--- src/rtl/serial_subtractor.sv ---
// serial_subtractor: bit-serial unsigned subtractor, Diff = A - B, LSB first.
// One bit operation per clock with a registered borrow, Start/Busy/Done handshake.
// Ports:
//   Clk     rising-edge clock
//   Rst_n   synchronous active-low reset
//   Start   request, sampled only while idle
//   A, B    minuend / subtrahend, captured on the accepting edge
//   Busy    high while bit operations are in progress
//   Done    one-cycle pulse, Diff/Borrow valid from this cycle
//   Diff    (A - B) mod 2^WIDTH, held until the next completed transaction
//   Borrow  1 iff A < B (unsigned)
module serial_subtractor #(
    parameter int unsigned WIDTH = 4
) (
    input  logic             Clk,
    input  logic             Rst_n,
    input  logic             Start,
    input  logic [WIDTH-1:0] A,
    input  logic [WIDTH-1:0] B,
    output logic             Busy,
    output logic             Done,
    output logic [WIDTH-1:0] Diff,
    output logic             Borrow
);

    localparam int unsigned CW = $clog2(WIDTH + 1);

    localparam logic [1:0] ST_IDLE = 2'd0;
    localparam logic [1:0] ST_RUN  = 2'd1;
    localparam logic [1:0] ST_DONE = 2'd2;

    logic [1:0]       state_q, state_d;
    logic [WIDTH-1:0] sa_q, sa_d;
    logic [WIDTH-1:0] sb_q, sb_d;
    logic [WIDTH-1:0] sd_q, sd_d;
    logic [CW-1:0]    cnt_q, cnt_d;
    logic             bw_q, bw_d;
    logic [WIDTH-1:0] diff_q, diff_d;
    logic             borrow_q, borrow_d;

    logic bit_a, bit_b, bit_d;

    always_comb begin
        state_d  = state_q;
        sa_d     = sa_q;
        sb_d     = sb_q;
        sd_d     = sd_q;
        cnt_d    = cnt_q;
        bw_d     = bw_q;
        diff_d   = diff_q;
        borrow_d = borrow_q;
        bit_a    = sa_q[0];
        bit_b    = sb_q[0];
        bit_d    = bit_a ^ bit_b ^ bw_q;

        case (state_q)
            ST_IDLE: begin
                if (Start) begin
                    sa_d    = A;
                    sb_d    = B;
                    sd_d    = '0;
                    cnt_d   = '0;
                    bw_d    = 1'b0;
                    state_d = ST_RUN;
                end
            end
            ST_RUN: begin
                // Borrow out of one full-subtractor cell
                bw_d  = (~bit_a & bit_b) | (~(bit_a ^ bit_b) & bw_q);
                sa_d  = sa_q >> 1;
                sb_d  = sb_q >> 1;
                sd_d  = {bit_d, sd_q[WIDTH-1:1]};
                cnt_d = cnt_q + CW'(1);
                if (cnt_q == CW'(WIDTH - 1)) begin
                    // Final bit: publish the fully shifted result
                    diff_d   = sd_d;
                    borrow_d = bw_d;
                    state_d  = ST_DONE;
                end
            end
            ST_DONE: begin
                state_d = ST_IDLE;
            end
            default: begin
                state_d = ST_IDLE;
            end
        endcase
    end

    always_ff @(posedge Clk) begin
        if (!Rst_n) begin
            state_q  <= ST_IDLE;
            sa_q     <= '0;
            sb_q     <= '0;
            sd_q     <= '0;
            cnt_q    <= '0;
            bw_q     <= 1'b0;
            diff_q   <= '0;
            borrow_q <= 1'b0;
        end else begin
            state_q  <= state_d;
            sa_q     <= sa_d;
            sb_q     <= sb_d;
            sd_q     <= sd_d;
            cnt_q    <= cnt_d;
            bw_q     <= bw_d;
            diff_q   <= diff_d;
            borrow_q <= borrow_d;
        end
    end

    // Decodes of the state register only; no input-to-output path
    assign Busy   = (state_q == ST_RUN);
    assign Done   = (state_q == ST_DONE);
    assign Diff   = diff_q;
    assign Borrow = borrow_q;

endmodule

--- config.mk ---
export PLATFORM = sky130hd
export DESIGN_NAME = serial_subtractor
export DESIGN_NICKNAME = d
export VERILOG_FILES = /design/src/rtl/serial_subtractor.sv
export SDC_FILE = /design/constraint.sdc
export NUM_CORES = 1
export LEC_CHECK = 0
export ABC_AREA = 1
export CAP_MARGIN = 30
export CORE_UTILIZATION = 35
export CTS_CLUSTER_SIZE = 24
export DETAILED_ROUTE_END_ITERATION = 6
export HOLD_SLACK_MARGIN = 0.15
export MAX_ROUTING_LAYER = met4
export PLACE_DENSITY_LB_ADDON = 0.12
export SYNTH_ARGS = -nofsm -noshare
export SYNTH_HDL_FRONTEND = slang
export SYNTH_SLANG_ARGS = --single-unit
--- constraint.sdc ---
create_clock -name Clk -period 1.9 [get_ports Clk]
set_clock_uncertainty 0.05 [all_clocks]
set_input_delay 0.38 -clock Clk [delete_from_list [all_inputs] [get_ports Clk]]
set_output_delay 0.38 -clock Clk [all_outputs]
set_load 0.005 [all_outputs]
==> results_dict.tcl <==
set metrics [dict create \
    outcome "complete, no violations" \
    crit_family "buffers and inverters" \
    critical_path_class "register to primary output" \
    drc_errors 0 \
    hold_violations 0 \
    avgSynthCellArea_um2 8.027 \
    cts_tree "done" \
    grtUsageTotal_pct 15.20 \
    crit_path_cell_trace "clkinv_4 -> nand2_8 -> inv_4 -> clkdlybuf4s50_1" \
    core_area_mm2 0.002781 \
    dr.pass1.iters 4 \
    fin_crit_sh_pct 95.09 \
    synthTopCellsByArea "dfxtp_1 42%, nand3_1 13%, nand2_1 7.6%" \
    async_flop_share_pct 0 \
    min_path_type "register to register" \
    clk_latency_ps 310 \
    synth-edff-count 0 \
    cellPowerDensity_mw_per_mm2 703.6 \
    total_power_mw 0.8936 \
    slowest_stage "clkdlybuf4s50_1" \
    start_util_pct 37.52 \
    die_height_um 56.60 \
    antenna_found_initial 0 \
    grt_first_pass_wirelength_um 3705 \
    ant_nets 0 \
    synth_ff_type "dfxtp_1" \
    drive_gt1_share_pct 12.67 \
    syn_area_mm2 0.001044 \
    yosys.area.top_type "dfxtp_1" \
    ir_drop_uv 365.3 \
    cp-start-kind "register" \
    area_growth_pct 21.70 \
    ios 18 \
    drtIter0Drc 16 \
    cts_buffers 3 \
    cp_num_buf_inv 3 \
    synthCells 130 \
    cts_root_buffer "clkbuf_4" \
    yosysSeqAreaShare_pct 42.21 \
    routed_via_density 4.818 \
    critPathMaxFanout 8 \
    fin_crit_ps 1807 \
    rows 19 \
    relSlewSlack_pct 72.31 \
    ys_warn_count 0 \
    yosysTopAreaCellShare_pct 42.21 \
    hold_ws_ps 430.3 \
    hpwl_um 1515 \
    cts.clk_slew.worst_paths_ps 120 \
    cts_hold_buf 0 \
    layout.nets 165 \
    max_stage_delay_ps 500 \
    setup_viol 0 \
    die-area_mm2 0.003204 \
    crit_required_ps 1470 \
    gp_congestion 0.7763 \
    antenna_cells 0 \
    synth-seq-cells 22 \
    end_kind "primary output" \
    drv_slew 0 \
    cellLeakagePower_nw 0.5476 \
    fmax_ghz 0.5535 \
    synth_commonest_cells "28 x nand3_1, 22 x dfxtp_1, 21 x nand2_1" \
    drv_cap 0 \
    grt-ovfl-total 0 \
    cts_sinks 22 \
    grt_max_degree 24 \
    wl_um 2152 \
    setup_tns_ps 0 \
    grt_pass1_vias 837 \
    worst_pin_slew_ps 414.9 \
    cts_max_path_buffers 2 \
    wl_per_cell_um 11.89 \
    yosysUniqueCellTypes 23 \
    rsz0062_at_grt "false" \
    vias 872 \
    htreeDepth 1 \
    synth_nets 144 \
    io_buffers 17 \
    yosys.cell_count.top_type "nand3_1" \
    die_x_um 56.60 \
    worstPathArrival_ps 1380 \
]
final cells by class:
| class | count | area (µm²) |
|---|---|---|
| repair buffers | 22 | 210.2 |
| multi-input cells | 83 | 460.4 |
| inverters | 19 | 78.83 |
| clock buffers | 4 | 36.28 |
| flip-flops and latches | 22 | 445.4 |
| fillers | 285 | 1511 |
| well taps | 31 | 38.79 |
layer usage:
metal / track usage [%] / part of all wire [%]
met2: 23.19 / 46
met3: 2.765 / 3.8
met5: - / 0
met4: 5.226 / 1.4
met1: 20.23 / 49
stage by stage:
stage | instance area [µm²] | std cells | setup WS, ps | util (%)
finish | 1270 | 181 | 93.32 | 45.66
global route | 1270 | 181 | 25.71 | 45.66
CTS | 1261 | 181 | 10.29 | 45.34
detailed placement | 1214 | 176 | 224.3 | 43.63
global placement | 1214 | 176 | 248.1 | 43.63
floorplan | 1044 | 130 | 725.8 | -
logic make-up after synthesis:
family | Yosys count | synth area share (%)
AND/OR/NAND/NOR | 63 | 31.41
buffers and inverters | 25 | 13.67
flip-flops | 22 | 42.21
AO/OA/AOI/OAI | 17 | 8.393
adder cells (fa/ha/maj) | 3 | 4.316
worst min-delay path, stage by stage (launching register included):
cell	delay [ps]
dfxtp_1	330
nand3_1	70
nand2_1	50
state kept, by name, summed over array words and instances (netlist names):
name and flops:
sd_q 3, sb_q 4, bw_q 1, cnt_q 3, Diff 4, sa_q 4
state_q 2, Borrow 1
worst paths after layout:
check / startpoint / endpoint / slack, ps / cells past startpoint
min: Diff[3] / Diff[3] / 430 / 2
min reg2reg: Diff[3] / Diff[3] / 430 / 2
max: state_q[1] / Busy / 90 / 4
max reg2reg: cnt_q[0] / Diff[1] / 510 / 8
cell usage in the layout (no fill, tap or decap):
cell type        instances
a21oi_1                 13
buf_4                    5
clkbuf_4                 3
clkbuf_8                 1
clkdlybuf4s50_1         16
clkinv_4                 1
dfxtp_1                 20
dfxtp_2                  1
dfxtp_4                  1
dlymetal6s2s_1           1
fa_1                     1
ha_1                     2
inv_1                   17
inv_4                    1
nand2_1                 21
nand2_4                  2
nand2_8                  1
nand3_1                 28
nand3_2                  2
nor2_1                   6
nor2_4                   1
o21a_1                   1
o21ai_0                  3
or2_1                    2
power by group:
group / total (mW) / switching (mW) / internal (mW)
Clock: 0.264 / 0.147 / 0.117
Combinational: 0.135 / 0.0722 / 0.0625
Sequential: 0.495 / 0.0143 / 0.481
Total: 0.894 / 0.233 / 0.660
what timing repair did:
action / 4_1_cts / 5_1_grt
setup endpoints to repair: 2 / 2
resized for setup: 2 / 4
buffers inserted: 1 / 0
(Power assumes the default switching activity.)
